File: config.mk
export PLATFORM = sky130hd
export DESIGN_NAME = fetch_stage
export DESIGN_NICKNAME = d
export VERILOG_FILES = /design/src/rtl/fetch_stage.sv
export SDC_FILE = /design/constraint.sdc
export NUM_CORES = 1
export LEC_CHECK = 0
export ABC_AREA = 1
export BUFFER_PORTS_ARGS = -buffer_cell sky130_fd_sc_hd__buf_2
export CORE_ASPECT_RATIO = 1.4
export CORE_MARGIN = 3
export CORE_UTILIZATION = 30
export DETAILED_ROUTE_END_ITERATION = 12
export PLACE_DENSITY = 0.62
export SETUP_SLACK_MARGIN = 0.15
export SYNTH_ARGS = -nofsm -noshare
export SYNTH_HDL_FRONTEND = slang
export SYNTH_SLANG_ARGS = --single-unit
File: constraint.sdc
create_clock -name clk -period 1.45 [get_ports clk]
set_input_delay 0.0725 -clock clk [delete_from_list [all_inputs] [get_ports clk]]
set_output_delay 0.0725 -clock clk [all_outputs]
set_load 0.05 [all_outputs]
File: src/rtl/fetch_stage.sv
// Instruction-fetch stage and IF/ID pipeline register for the 16-bit pipelined CPU.
// Tracks the PC, fetches with a ready handshake, honours stall/flush and stops after HLT.
module fetch_stage #(
    parameter logic [15:0] RESET_PC  = 16'h0000,
    parameter logic [15:0] NOP_INSTR = 16'h0000
) (
    input  logic        clk,
    input  logic        rst,
    input  logic        stall,
    input  logic        flush,
    input  logic [15:0] branch_target,
    output logic [15:0] imem_addr,
    input  logic [15:0] imem_data,
    input  logic        imem_ready,
    output logic [15:0] IF_ID_instr,
    output logic [15:0] IF_ID_pc_increment,
    output logic        IF_ID_valid,
    output logic        halted
);

    typedef enum logic {
        RUN    = 1'b0,
        HALTED = 1'b1
    } state_t;

    localparam logic [3:0] HLT_OPCODE = 4'b1111;

    state_t      state;
    logic [15:0] pc_p0;
    logic [15:0] pc_inc_p0;
    logic [15:0] instr_p1;
    logic [15:0] pc_inc_p1;
    logic        vld_p1;

    // PC arithmetic wraps modulo 2^16; bit 0 is kept clear everywhere the PC is loaded.
    function automatic logic [15:0] even_addr(input logic [15:0] addr);
        return {addr[15:1], 1'b0};
    endfunction

    assign imem_addr = pc_p0;
    assign pc_inc_p0 = pc_p0 + 16'd2;

    // IF -> IF/ID boundary
    always_ff @(posedge clk) begin
        if (rst) begin
            state     <= RUN;
            pc_p0     <= even_addr(RESET_PC);
            instr_p1  <= NOP_INSTR;
            pc_inc_p1 <= 16'h0000;
            vld_p1    <= 1'b0;
        end else begin
            case (state)
                RUN: begin
                    if (stall) begin
                        // decode's flush is not trustworthy while the pipe is stalled
                    end else if (flush) begin
                        pc_p0     <= even_addr(branch_target);
                        instr_p1  <= NOP_INSTR;
                        pc_inc_p1 <= 16'h0000;
                        vld_p1    <= 1'b0;
                    end else if (!imem_ready) begin
                        instr_p1  <= NOP_INSTR;
                        pc_inc_p1 <= 16'h0000;
                        vld_p1    <= 1'b0;
                    end else begin
                        instr_p1  <= imem_data;
                        pc_inc_p1 <= pc_inc_p0;
                        vld_p1    <= 1'b1;
                        if (imem_data[15:12] == HLT_OPCODE) begin
                            state <= HALTED;
                        end else begin
                            pc_p0 <= pc_inc_p0;
                        end
                    end
                end
                HALTED: begin
                    if (!stall) begin
                        instr_p1  <= NOP_INSTR;
                        pc_inc_p1 <= 16'h0000;
                        vld_p1    <= 1'b0;
                    end
                end
                default: state <= RUN;
            endcase
        end
    end

    assign IF_ID_instr        = instr_p1;
    assign IF_ID_pc_increment = pc_inc_p1;
    assign IF_ID_valid        = vld_p1;
    assign halted             = (state == HALTED);

endmodule

Word-level counts from Yosys, hierarchy flattened --
Cells that the tools add are included.
Word-level totals: register bits 50, bits of input ports 37, output and inout port bits 50, logic and storage cells 37
Cells by class: add/subtract/negate cells 1, equal/unequal tests 4, muxes and demuxes 22, bitwise logic cells 2, reductions and logical operators 3
Operators with widths (number):
- $mux 16 | 10
- $pmux 16 s2 | 2
- $add 16x2->16 const B | 1
- $mux 1 | 9
- $ne 2x2->1 const B | 3
- $eq 4x4->1 const B | 1
- $reduce_and 4->1 | 1
- $not 1->1 | 2
- $pmux 1 s2 | 1
- $reduce_and 2->1 | 1
- $reduce_bool 2->1 | 1

Depth between registers and ports, before layout --
depth in word-level cells 6, mapped depth 8, depth with buffers taken out 8

Worst setup path before layout --
OpenSTA, ideal clock, no wires.
path kind reg-to-reg, from register pc_p0[1], in the netlist imem_addr[1], to register pc_inc_p1[9], in the netlist IF_ID_pc_increment[9], arrival time 1597 ps, slack -217 ps, cell stages (with the launch flop) 8, cells stage by stage dfxtp_1 -> ha_1 -> nand2_2 -> nor2_4 -> nand2_1 -> xnor2_1 -> nand2_1 -> a21oi_1
On the way: cells in the longest elaborated chain, start to end 5
Ends and longest elaborated chain:
- start: declaration | line 29 | logic [15:0] pc_p0;
- start signal: assignment | line 47 | pc_p0 <= even_addr(RESET_PC);
- start signal: assignment | line 57 | pc_p0 <= even_addr(branch_target);
- start signal: assignment | line 72 | pc_p0 <= pc_inc_p0;
- $add 16x2->16 | line 41 | assign pc_inc_p0 = pc_p0 + 16'd2;
- $mux 16 | line 61 | end else if (!imem_ready) begin
- $mux 16 | line 56 | end else if (flush) begin
- $mux 16 | line 54 | if (stall) begin
- $pmux 16 s2 | line 52 | case (state)
- end signal: assignment | line 67 | pc_inc_p1 <= pc_inc_p0;
- end: declaration | line 32 | logic [15:0] pc_inc_p1;
Every way passes these cells. The select of a mux whose other input is x is not followed. A chain may end at the register's enable or synchronous reset.

Worst setup path in the final report --
Ends and elaborated chain as after synthesis.

==> metrics.csv <==
metric,value,unit
H-tree levels,2,
final hold violation count,0,
largest net degree at the start of global routing,19,
share of the cycle needed by the critical path after routing,86.4,%
critical path type,flip-flop to flip-flop,
horizontal die dimension,80.1,um
TritonCTS clock tree,built,
number of placed I/O pins,87,
Wirelength per Cell,13.5,um
launching point of the worst reg2reg path,imem_addr[1]$_SDFFE_PP0P_,
"top cells by count, synth","sky130_fd_sc_hd__nand2_1, sky130_fd_sc_hd__dfxtp_1, sky130_fd_sc_hd__a21oi_1, sky130_fd_sc_hd__o21ai_1",
via count,2293,
area enclosed by the die boundary,8780,um2
worst setup skew after layout,0.00744,ns
arrival time worst endpoint,1.50,ns
wire length of the first global-routing pass,10500,um
final weighted congestion of routability-driven global placement,0.891,
maximum achievable frequency,798,MHz
Pre-Repair DR Iteration Count,4,
Critical R2R Capture,IF_ID_pc_increment[9]$_SDFFE_PP0P_,
Synth Net Count,342,
Clk Tree Root Cell,sky130_fd_sc_hd__clkbuf_8,
final cell utilization of the core,42.1,%
most area-hungry cell type in the Yosys netlist,sky130_fd_sc_hd__dfxtp_1,
class of the tightest hold or removal check,input pin to flip-flop,
maxcap violations,0,
result of the run,finished clean,
launch instance of the worst min-delay path,imem_data[11],
floorplan core area,7410,um2
CTS Buf Count,5,
most used standard cell by instance count after synthesis,sky130_fd_sc_hd__nand2_1,
clk_lat worst skew,0.30,ns
Antenna Diode Count,0,
net count of the finished layout,429,
final HPWL from detailed placement,5010,um
post-synth top area share,42.6,%
minimum clock period,1.25,ns
Critical Path RT,1.69,ns
Post-Route Setup TNS,0,ns
reg2reg setup slack,0.20,ns
clk buf depth,2,
remaining global-route overflow,0,
fraction of registers with async set or reset after synthesis,0,%
vias in the first global route,2229,
setup repair after global routing missed its margin,true,
antenna-violating nets left,0,
initial antenna violation count,0,
cell count of the worst reg-to-reg path,7,
Routed Wire Length,6600,um
clock transition at the register clock pins on the worst setup and hold paths after CTS,0.10,ns
"Avg Cell Area, Syn",7.60,um2
Post-Synthesis Cells,303,
standard-cell row count,37,
setup violation total in the final timing report,0,
"EDFF count, synth",0,
global routing usage summed across all routing layers,14.9,%
Iter 0 DRT Violations,78,
CTS sink count,49,
cell types with the largest area share after synthesis,"sky130_fd_sc_hd__dfxtp_1, sky130_fd_sc_hd__nand2_1, sky130_fd_sc_hd__a21oi_1",
Initial Util,31.1,%
static power due to leakage,1.34,nW
buffers added on ports,84,
peak ir drop on the vdd network,0.478,mV
flip-flop cell with the highest count after synthesis,sky130_fd_sc_hd__dfxtp_1,
Area Growth Syn to Fin,35.3,%
largest fanout on the critical path,6,
Power Dens Cells,947,nW/um2
Syn. warnings,0,
netlist area before placement,2300,um2
fraction of final layout cells with drive strength greater than 1,41.7,%
routed via count divided by cell count,4.70,
number of pins exceeding their max-slew limit in the final report,0,
Worst setup EP type,flip-flop,
hold path cells,3,
Yosys reg bits,49,
die boundary height,110,um
Worst Hold Endpoint,IF_ID_instr[11]$_SDFFE_PP0P_,
DRC,0,
number of distinct standard cells referenced by the synthesized netlist,31,
proportion of synthesized chip area in sequential cells,42.6,%
Setup crit start kind,flip-flop,
## metrics by stage
step | cells | setup WS (ns) | hold slack (ns) | cell area [um2] | total power [W]
floorplan | 303 | 0.160 | 0.215 | 2360 | 0.00194
global placement | 476 | 0.156 | 0.324 | 2890 | 0.00211
detailed placement | 476 | 0.141 | 0.327 | 2890 | 0.00212
CTS | 487 | 0.148 | 0.00332 | 3020 | 0.00296
global route | 488 | 0.0764 | 0.00630 | 3120 | 0.00310
finish | 488 | 0.197 | 0.00913 | 3120 | 0.00295
## kinds of logic after synthesis
| family | share of synthesized area (%) |
|---|---|
| multiplexers | 0.869 |
| flip-flops | 42.6 |
| XOR/XNOR | 3.31 |
| AO/OA/AOI/OAI | 17.2 |
| adder cells (fa/ha/maj) | 1.09 |
| buffers and inverters | 7.28 |
| other | 0.163 |
| AND/OR/NAND/NOR | 27.5 |
## power breakdown
part           leakage (nW)  total (W)  internal, W  switching (W)
sequential            0.406    0.00148      0.00141      0.0000777
clock                0.0407   0.000825     0.000341       0.000484
combinational         0.893   0.000642     0.000205       0.000437
## routing by layer
layer	routed length, um	GRT usage [%]	up-vias
met1	2670	17.5	1049
met5	0	0	-
met2	3450	27.0	71
met4	91	4.71	0
li1	-	-	1165
met3	384	2.70	8
## worst max-delay path by stage
| stage | from | slack [ns] | end | cells after the start |
|---|---|---|---|---|
| floorplan | imem_addr[1]$_SDFFE_PP0P_ | 0.16 | imem_addr[7]$_SDFFE_PP0P_ | 6 |
| global placement | halted$_SDFF_PP0_ | 0.16 | IF_ID_pc_increment[5]$_SDFFE_PP0P_ | 6 |
| detailed placement | halted$_SDFF_PP0_ | 0.14 | IF_ID_pc_increment[3]$_SDFFE_PP0P_ | 6 |
| CTS | imem_addr[1]$_SDFFE_PP0P_ | 0.15 | imem_addr[7]$_SDFFE_PP0P_ | 6 |
| global route | imem_addr[1]$_SDFFE_PP0P_ | 0.08 | imem_addr[9]$_SDFFE_PP0P_ | 7 |
| finish | imem_addr[1]$_SDFFE_PP0P_ | 0.20 | IF_ID_pc_increment[9]$_SDFFE_PP0P_ | 7 |
## placed cells by master (no fill, tap or decap), drive strengths merged
master	instances
buf	99
nand4	5
nor4	1
o21ai	14
a21oi	47
clkinv	1
dfxtp	49
a211oi	1
a22oi	10
clkbuf	5
nor2	18
xnor2	2
dlygate4sd3	1
nand3b	2
nor3	1
nand2	97
inv	12
conb	1
ha	2
mux2i	2
nand3	14
xor2	5
clkinvlp	2
## worst max-delay path: stages, from the launching register on
cell                      delay [ns]
sky130_fd_sc_hd__dfxtp_4        0.41
sky130_fd_sc_hd__ha_4           0.14
sky130_fd_sc_hd__nand2_2        0.06
sky130_fd_sc_hd__nor2_4         0.16
sky130_fd_sc_hd__nand2_2        0.09
sky130_fd_sc_hd__xnor2_2        0.15
sky130_fd_sc_hd__nand2_1        0.07
sky130_fd_sc_hd__a21oi_1        0.12
## registers in the layout, summed over array words and instances, names as in the netlist
name / count
IF_ID_instr: 16
IF_ID_pc_increment: 16
IF_ID_valid: 1
halted: 1
imem_addr: 15
## repair_timing
item	in CTS	in global routing
pin swaps	4	12
setup buffers	2	1
setup endpoints to repair	33	41
hold endpoints to repair	1	0
hold buffers	1	0
gates resized for setup	4	22
## area by class of cell
class | count | area, um2
Clock inverter | 3 | 21.3
Inverter | 12 | 50.0
Clock buffer | 5 | 68.8
Tap cell | 97 | 121
Sequential cell | 49 | 1010
Fill cell | 778 | 4290
Multi-Input combinational cell | 222 | 1270
Timing Repair Buffer | 100 | 568
Power figures use the tool's default switching activity.
